==> config.mk <==
export PLATFORM = sky130hd
export DESIGN_NAME = demux1_2_fifo
export DESIGN_NICKNAME = d
export VERILOG_FILES = /design/src/rtl/demux1_2_fifo.sv
export SDC_FILE = /design/constraint.sdc
export NUM_CORES = 1
export LEC_CHECK = 0
export ABC_AREA = 1
export BUFFER_PORTS_ARGS = -buffer_cell sky130_fd_sc_hd__buf_2
export CAP_MARGIN = 20
export CORE_AREA = 4 4 103 105
export DETAILED_ROUTE_END_ITERATION = 16
export DIE_AREA = 0 0 107 109
export GPL_TIMING_DRIVEN = 0
export PLACE_DENSITY = 0.85
export SETUP_SLACK_MARGIN = 0.4
export SLEW_MARGIN = 20
export SYNTH_ARGS = -nofsm -noshare
export SYNTH_HDL_FRONTEND = slang
export SYNTH_SLANG_ARGS = --single-unit
==> constraint.sdc <==
create_clock -name Clock -period 4.6 [get_ports Clock]
set_clock_uncertainty 0.15 [all_clocks]
set_input_delay 1.38 -clock Clock [delete_from_list [all_inputs] [get_ports Clock]]
set_output_delay 1.38 -clock Clock [all_outputs]
set_load 0.03 [all_outputs]
==> src/rtl/demux1_2_fifo.sv <==
// Registered 1-to-2 word demultiplexer with a small FIFO per output.
// Optional macro DEMUX1_2_STATS_EN enables the contA/contB routed-word counters.
module demux1_2_fifo #(
  parameter int WIDTH = 32,
  parameter int DEPTH = 2,
  parameter int CNT_W = 16
) (
  input  logic             Clock,
  input  logic             Reset,
  input  logic [WIDTH-1:0] entrada,
  input  logic             entradaValid,
  input  logic             controle,
  output logic             entradaReady,
  output logic [WIDTH-1:0] saidaA,
  output logic             saidaAValid,
  input  logic             saidaAReady,
  output logic [WIDTH-1:0] saidaB,
  output logic             saidaBValid,
  input  logic             saidaBReady,
  output logic [CNT_W-1:0] contA,
  output logic [CNT_W-1:0] contB
);

  localparam int PTR_W = (DEPTH > 1) ? $clog2(DEPTH) : 1;
  localparam int OCC_W = PTR_W + 1;

  logic [1:0]       pushSel;
  logic [1:0]       popSel;
  logic [1:0]       fullSel;
  logic [1:0]       validSel;
  logic [1:0]       readySel;
  logic [WIDTH-1:0] headData [2];

  assign readySel = {saidaBReady, saidaAReady};

  // Ready follows the FIFO the current word points at; a full target stalls, never reroutes.
  assign entradaReady = Reset & ~fullSel[controle];

  genvar gi;
  generate
    for (gi = 0; gi < 2; gi++) begin : gFifo
      logic [WIDTH-1:0] mem [DEPTH];
      logic [PTR_W-1:0] wrPtrReg;
      logic [PTR_W-1:0] rdPtrReg;
      logic [OCC_W-1:0] occReg;

      assign pushSel[gi]  = entradaValid & entradaReady & (controle == 1'(gi));
      assign validSel[gi] = (occReg != '0);
      assign fullSel[gi]  = (occReg == OCC_W'(DEPTH));
      assign popSel[gi]   = validSel[gi] & readySel[gi];
      assign headData[gi] = validSel[gi] ? mem[rdPtrReg] : '0;

      always_ff @(posedge Clock) begin
        if (pushSel[gi]) begin
          mem[wrPtrReg] <= entrada;
        end
      end

      always_ff @(posedge Clock or negedge Reset) begin
        if (!Reset) begin
          wrPtrReg <= '0;
          rdPtrReg <= '0;
          occReg   <= '0;
        end else begin
          if (pushSel[gi]) wrPtrReg <= wrPtrReg + PTR_W'(1);
          if (popSel[gi])  rdPtrReg <= rdPtrReg + PTR_W'(1);
          case ({pushSel[gi], popSel[gi]})
            2'b10:   occReg <= occReg + OCC_W'(1);
            2'b01:   occReg <= occReg - OCC_W'(1);
            default: occReg <= occReg;
          endcase
        end
      end

`ifdef DEMUX1_2_STATS_EN
      logic [CNT_W-1:0] cntReg;
      always_ff @(posedge Clock or negedge Reset) begin
        if (!Reset) begin
          cntReg <= '0;
        end else if (pushSel[gi]) begin
          cntReg <= cntReg + CNT_W'(1);
        end
      end
`endif
    end
  endgenerate

  assign saidaA      = headData[0];
  assign saidaAValid = validSel[0];
  assign saidaB      = headData[1];
  assign saidaBValid = validSel[1];

`ifdef DEMUX1_2_STATS_EN
  assign contA = gFifo[0].cntReg;
  assign contB = gFifo[1].cntReg;
`else
  assign contA = '0;
  assign contB = '0;
`endif

endmodule

# Word level (Yosys, flattened, before mapping)
# Memory sizes are Yosys's and may differ from the RTL's.
# Index checks and enable logic that the tools add are counted.
# W data, S select, Z words.
word_totals:
  n_memories: 2
  output_inout_bits: 99
  register_bits: 8
  input_bits: 38
  ram_bits: 128
  elab_cells: 45
classes:
  n_reduce_logical: 4
  n_eq_ne: 6
  n_addsub: 8
  bitwise_logic: 8
  mux: 10
  n_lt_le_gt_ge: 1
memory_table:
  columns: ["name", "depth", "width", "read_ports", "rd_ports_with_merged_regs", "write_ports", "line", "rtl"]
  rows:
  - ["gFifo[0].mem", 2, 32, 1, 0, 1, "42", "logic [WIDTH-1:0] mem [DEPTH];"]
  - ["gFifo[1].mem", 2, 32, 1, 0, 1, "42", null]
op_table:
  columns: ["operator", "n"]
  rows:
  - ["$mux W32", 2]
  - ["$eq A2 B2 Y1 const B", 4]
  - ["$pmux W2 S2", 2]
  - ["$reduce_bool A2 Y1", 4]
  - ["$and A1 B1 Y1", 6]
  - ["$mux W1", 6]
  - ["$add A1 B1 Y1 const B", 4]
  - ["$add A2 B1 Y2 const B", 2]
  - ["$eq A2 B1 Y1 const B", 2]
  - ["$sub A2 B1 Y2 const B", 2]
  - ["$lt A1 B2 Y1 const B", 1]
  - ["$not A1 Y1", 2]

# Logic depth before layout (Yosys ltp)
depth:
  depth_word: 9
  ltp_mapped: 9
  ltp_nobuf: 9

# Worst setup path after synthesis
# No wires, ideal clock.
synth_timing:
  path_kind: "in2reg"
  startpoint: "in controle"
  endpoint: "mem gFifo[1].mem[1][0], enable pin"
  arrival_time_ps: 3225
  setup_slack_ps: 803
  required_time_ps: 4029
  setup_time_ps: 421
  stages: 5
  path_buffers: 0
  cell_sequence: "nand3_1 > nand2_2 > nor2_4 > nand3_2 > nor2_1"
synth_via:
  elab_chain_cells: 8
synth_rtl:
  columns: ["element", "line", "rtl"]
  rows:
  - ["from (decl)", "12", "input logic controle,"]
  - ["$mux W1 (implied by the code) (2 in a row)", "37", "assign entradaReady = Reset & ~fullSel[controle];"]
  - ["$not A1 Y1", "37", null]
  - ["$and A1 B1 Y1", "37", null]
  - ["net entradaReady", "13", "output logic entradaReady,"]
  - ["$and A1 B1 Y1 (2 in a row)", "47", "assign pushSel[gi] = entradaValid & entradaReady & (controle == 1'(gi));"]
  - ["$mux W1", "54", "if (pushSel[gi]) begin"]
  - ["$mux W1 (implied by the code)", "55", "mem[wrPtrReg] <= entrada;"]
  - ["to (decl)", "42", null]
# The timed path passes the listed nets, and every way through them passes these cells. The select of a mux whose other input is x is not followed.

# Worst setup path after layout
layout_timing:
  startpoint: "in Reset"
  endpoint: "out entradaReady"
layout_via:
  elab_chain_cells: 1
layout_rtl:
  columns: ["element", "line", "rtl"]
  rows:
  - ["from (decl)", "9", "input logic Reset,"]
  - ["$and A1 B1 Y1", "37", null]
  - ["to (decl)", "13", null]
# Every way passes these cells.

==> impl_results.md <==
- Run status: complete, no violations
- R2r startpoint: gFifo[0].occReg[0]$_DFFE_PN0P_
- Worst Setup End Kind: output port
- Crit-path most repeated cell: buf_2
- Synth area leaders: edfxtp_1, nand2_1, a21oi_1
- CTS tree: built
- Yosys warning count: 0
- Crit path launch: Reset
- Syn-to-layout area delta: 28.5%
- Critical Path Slowest Stage Cell: buf_2
- Met3 Track Usage GR: 0.0622
- Die Area: 11700 µm²
- CP peak stage delay: 0.23 ns
- Nets: 621
- Synth top area share: 0.707
- Drt wl/cell: 17.0 µm
- Vias per cell: 5.02
- Post-CTS sizing: 0
- Most used routing layer: met2
- Grt total ovfl: 0
- Cells after DPL: 695
- Layout cell share with drive strength beyond 1: 0.343
- Met1 GRT Util: 0.268
- Max Clk Rate: 281 MHz
- Post-CTS Setup Bufs: 0
- Worst Setup Path Type: input port to output port
- Mean Syn Cell Area: 12.8 µm²
- Crit path buffers/inverters: 2
- H-Tree Depth: 4
- Async S/R FF share, synth: 0.0588
- Post-CTS Hold Buffers: 0
- Fin crit share: 0.774
- ANT cells: 0
- Clock transition at path regs: 0.06 ns
- Total CTS buffers: 17
- LEAKAGE: 2.92 nW
- CP required: 3.07 ns
- Unrepaired setup endpoints after global routing: no
- Crit path launch type: input port
- First-pass GRT wire length: 18800 µm
- Ports: 137
- Ys flop type: edfxtp_1
- Syn Inst Count: 424
- Fin. Hold Viols: 0
- Area of the mapped netlist: 5440 µm²
- # setup viols final: 0
- Starting density of the core: 0.564
- Top Family by Delay on Critical Path: buffers and inverters
- Global Route Usage Sum: 0.219
- Core Area: 9640 µm²
- Flops & latches, synth: 136
- Antenna violations before repair: 0
- Final Non-Filler Cells: 727
- Max cap viols: 0
- Worst-Margin Slew: 0.787 ns
- Die width: 107 µm
- Worst min-delay path startpoint: gFifo[1].wrPtrReg$_DFFE_PN0P_
- Max-Slew Margin vs Limit: 0.475
- Routability Congestion: 0.757
- Drt pass-1 iters: 4
- Post-synth EDFFs: 128
- Vias in the first global route: 3655
- Largest net degree at the start of global routing: 33
- Worst-Skew Late Latency: 0.53 ns
- Vias: 3652
- Final core utilization: 0.725
- Peak VDD IR: 0.000579 V
- Data arrival time of the worst path: 2.03 ns
- Routed Antenna Nets: 0
- Grt met2 use: 0.368
- Post-synthesis sequential area ratio: 0.743
- Final Max Tran Viols: 0
- Clock buffer depth: 2
- Site row count: 36
- Top cell type by total area after synthesis: edfxtp_1
- Critical Path, Cell by Cell: buf_2, nand2_2, nor2_4, buf_2
- Netlist cell types: 20
- DRC Markers: 0
- Root Driver: clkbuf_8
- Port bufs: 104
- Initial DRC count: 215
- Min cycle time layout: 3.56 ns
- Most frequent cells after synthesis: nand2_1, edfxtp_1, a21oi_1
- CP max FO: 10
- Most common cell in the netlist: nand2_1
- Hold Crit Class: flip-flop to flip-flop
- HPWL after detailed placement: 8050 µm
- Die Span Y: 109 µm
- Routed wire length: 12400 µm
- Clock Sinks: 136
- Pwr Density: 716 nW/µm²
-- where the power goes --
part	total [mW]	leakage, nW	internal [mW]	switching (mW)
logic	1.98	1.35	0.506	1.48
clock network	1.50	0.312	0.994	0.504
registers	1.53	1.25	1.48	0.0514
total	5.01	2.92	2.97	2.03
-- cell families after synthesis --
kind of cell | share of synthesized area
AO/OA/AOI/OAI | 0.0626
XOR/XNOR | 0.0113
adder cells (fa/ha/maj) | 0.00460
buffers and inverters | 0.0715
flip-flops | 0.743
other | 0.000689
AND/OR/NAND/NOR | 0.106
-- flip-flops by register name, indices dropped and copies added, names as in the netlist --
| name | count |
|---|---|
| gFifo.occReg | 4 |
| gFifo.wrPtrReg | 2 |
| gFifo.mem | 128 |
| gFifo.rdPtrReg | 2 |
-- metal layers --
metal / vias to the layer above / share of wire
li1: 1720 / -
met1: 1722 / 0.40
met2: 183 / 0.50
met3: 27 / 0.082
met4: 0 / 0.023
met5: - / 0
-- layout make-up --
| type | instances | area (µm²) |
|---|---|---|
| inverters | 13 | 48.8 |
| repair buffers | 107 | 583 |
| plain buffers | 52 | 340 |
| well taps | 133 | 166 |
| multi-input cells | 254 | 1150 |
| clock inverters | 14 | 243 |
| flip-flops and latches | 136 | 4040 |
| clock buffers | 18 | 418 |
| fillers | 651 | 2650 |
-- cells in the final DEF, fill, tap and decap left out, types with 6 or more instances in the layout --
cell type,count
a21oi_1,66
buf_2,124
buf_4,32
bufinv_16,6
clkbuf_16,16
conb_1,32
dfrtp_1,8
edfxtp_1,128
inv_1,9
nand2_1,130
-- tightest hold or removal path, cell delays in order (launching register included) --
cell and delay (ns):
dfrtp_1 0.36, nand2_1 0.06, nand2_1 0.05
-- final timing paths --
| kind | to | slack [ns] | depth (start not counted) |
|---|---|---|---|
| worst min register to register | gFifo[1].wrPtrReg$_DFFE_PN0P_ | 0.36 | 2 |
| min in group asynchronous | gFifo[1].rdPtrReg$_DFFE_PN0P_ | 0.55 | 1 |
| worst max-delay path | entradaReady | 1.04 | 4 |
| max in group asynchronous | gFifo[0].occReg[1]$_DFFE_PN0P_ | 3.55 | 1 |
| worst min-delay path | gFifo[1].wrPtrReg$_DFFE_PN0P_ | 0.36 | 2 |
| worst max register to register | gFifo[0].mem[0][12]$_DFFE_PP_ | 2.41 | 5 |
-- stage by stage --
stage	total power, mW	hold slack (ns)	worst slack (ns)	TNS, ns	area, µm²
2_1_floorplan	2.90	0.292	0.803	0	5560
3_3_place_gp	3.45	0.305	-0.160	-11.27	6240
6_report	5.01	0.358	1.04	0	6990
3_5_place_dp	3.52	0.345	1.03	0	6330
4_1_cts	5.03	0.359	1.02	0	6990
5_1_grt	5.22	0.365	0.951	0	6990
(Power assumes the default switching activity.)
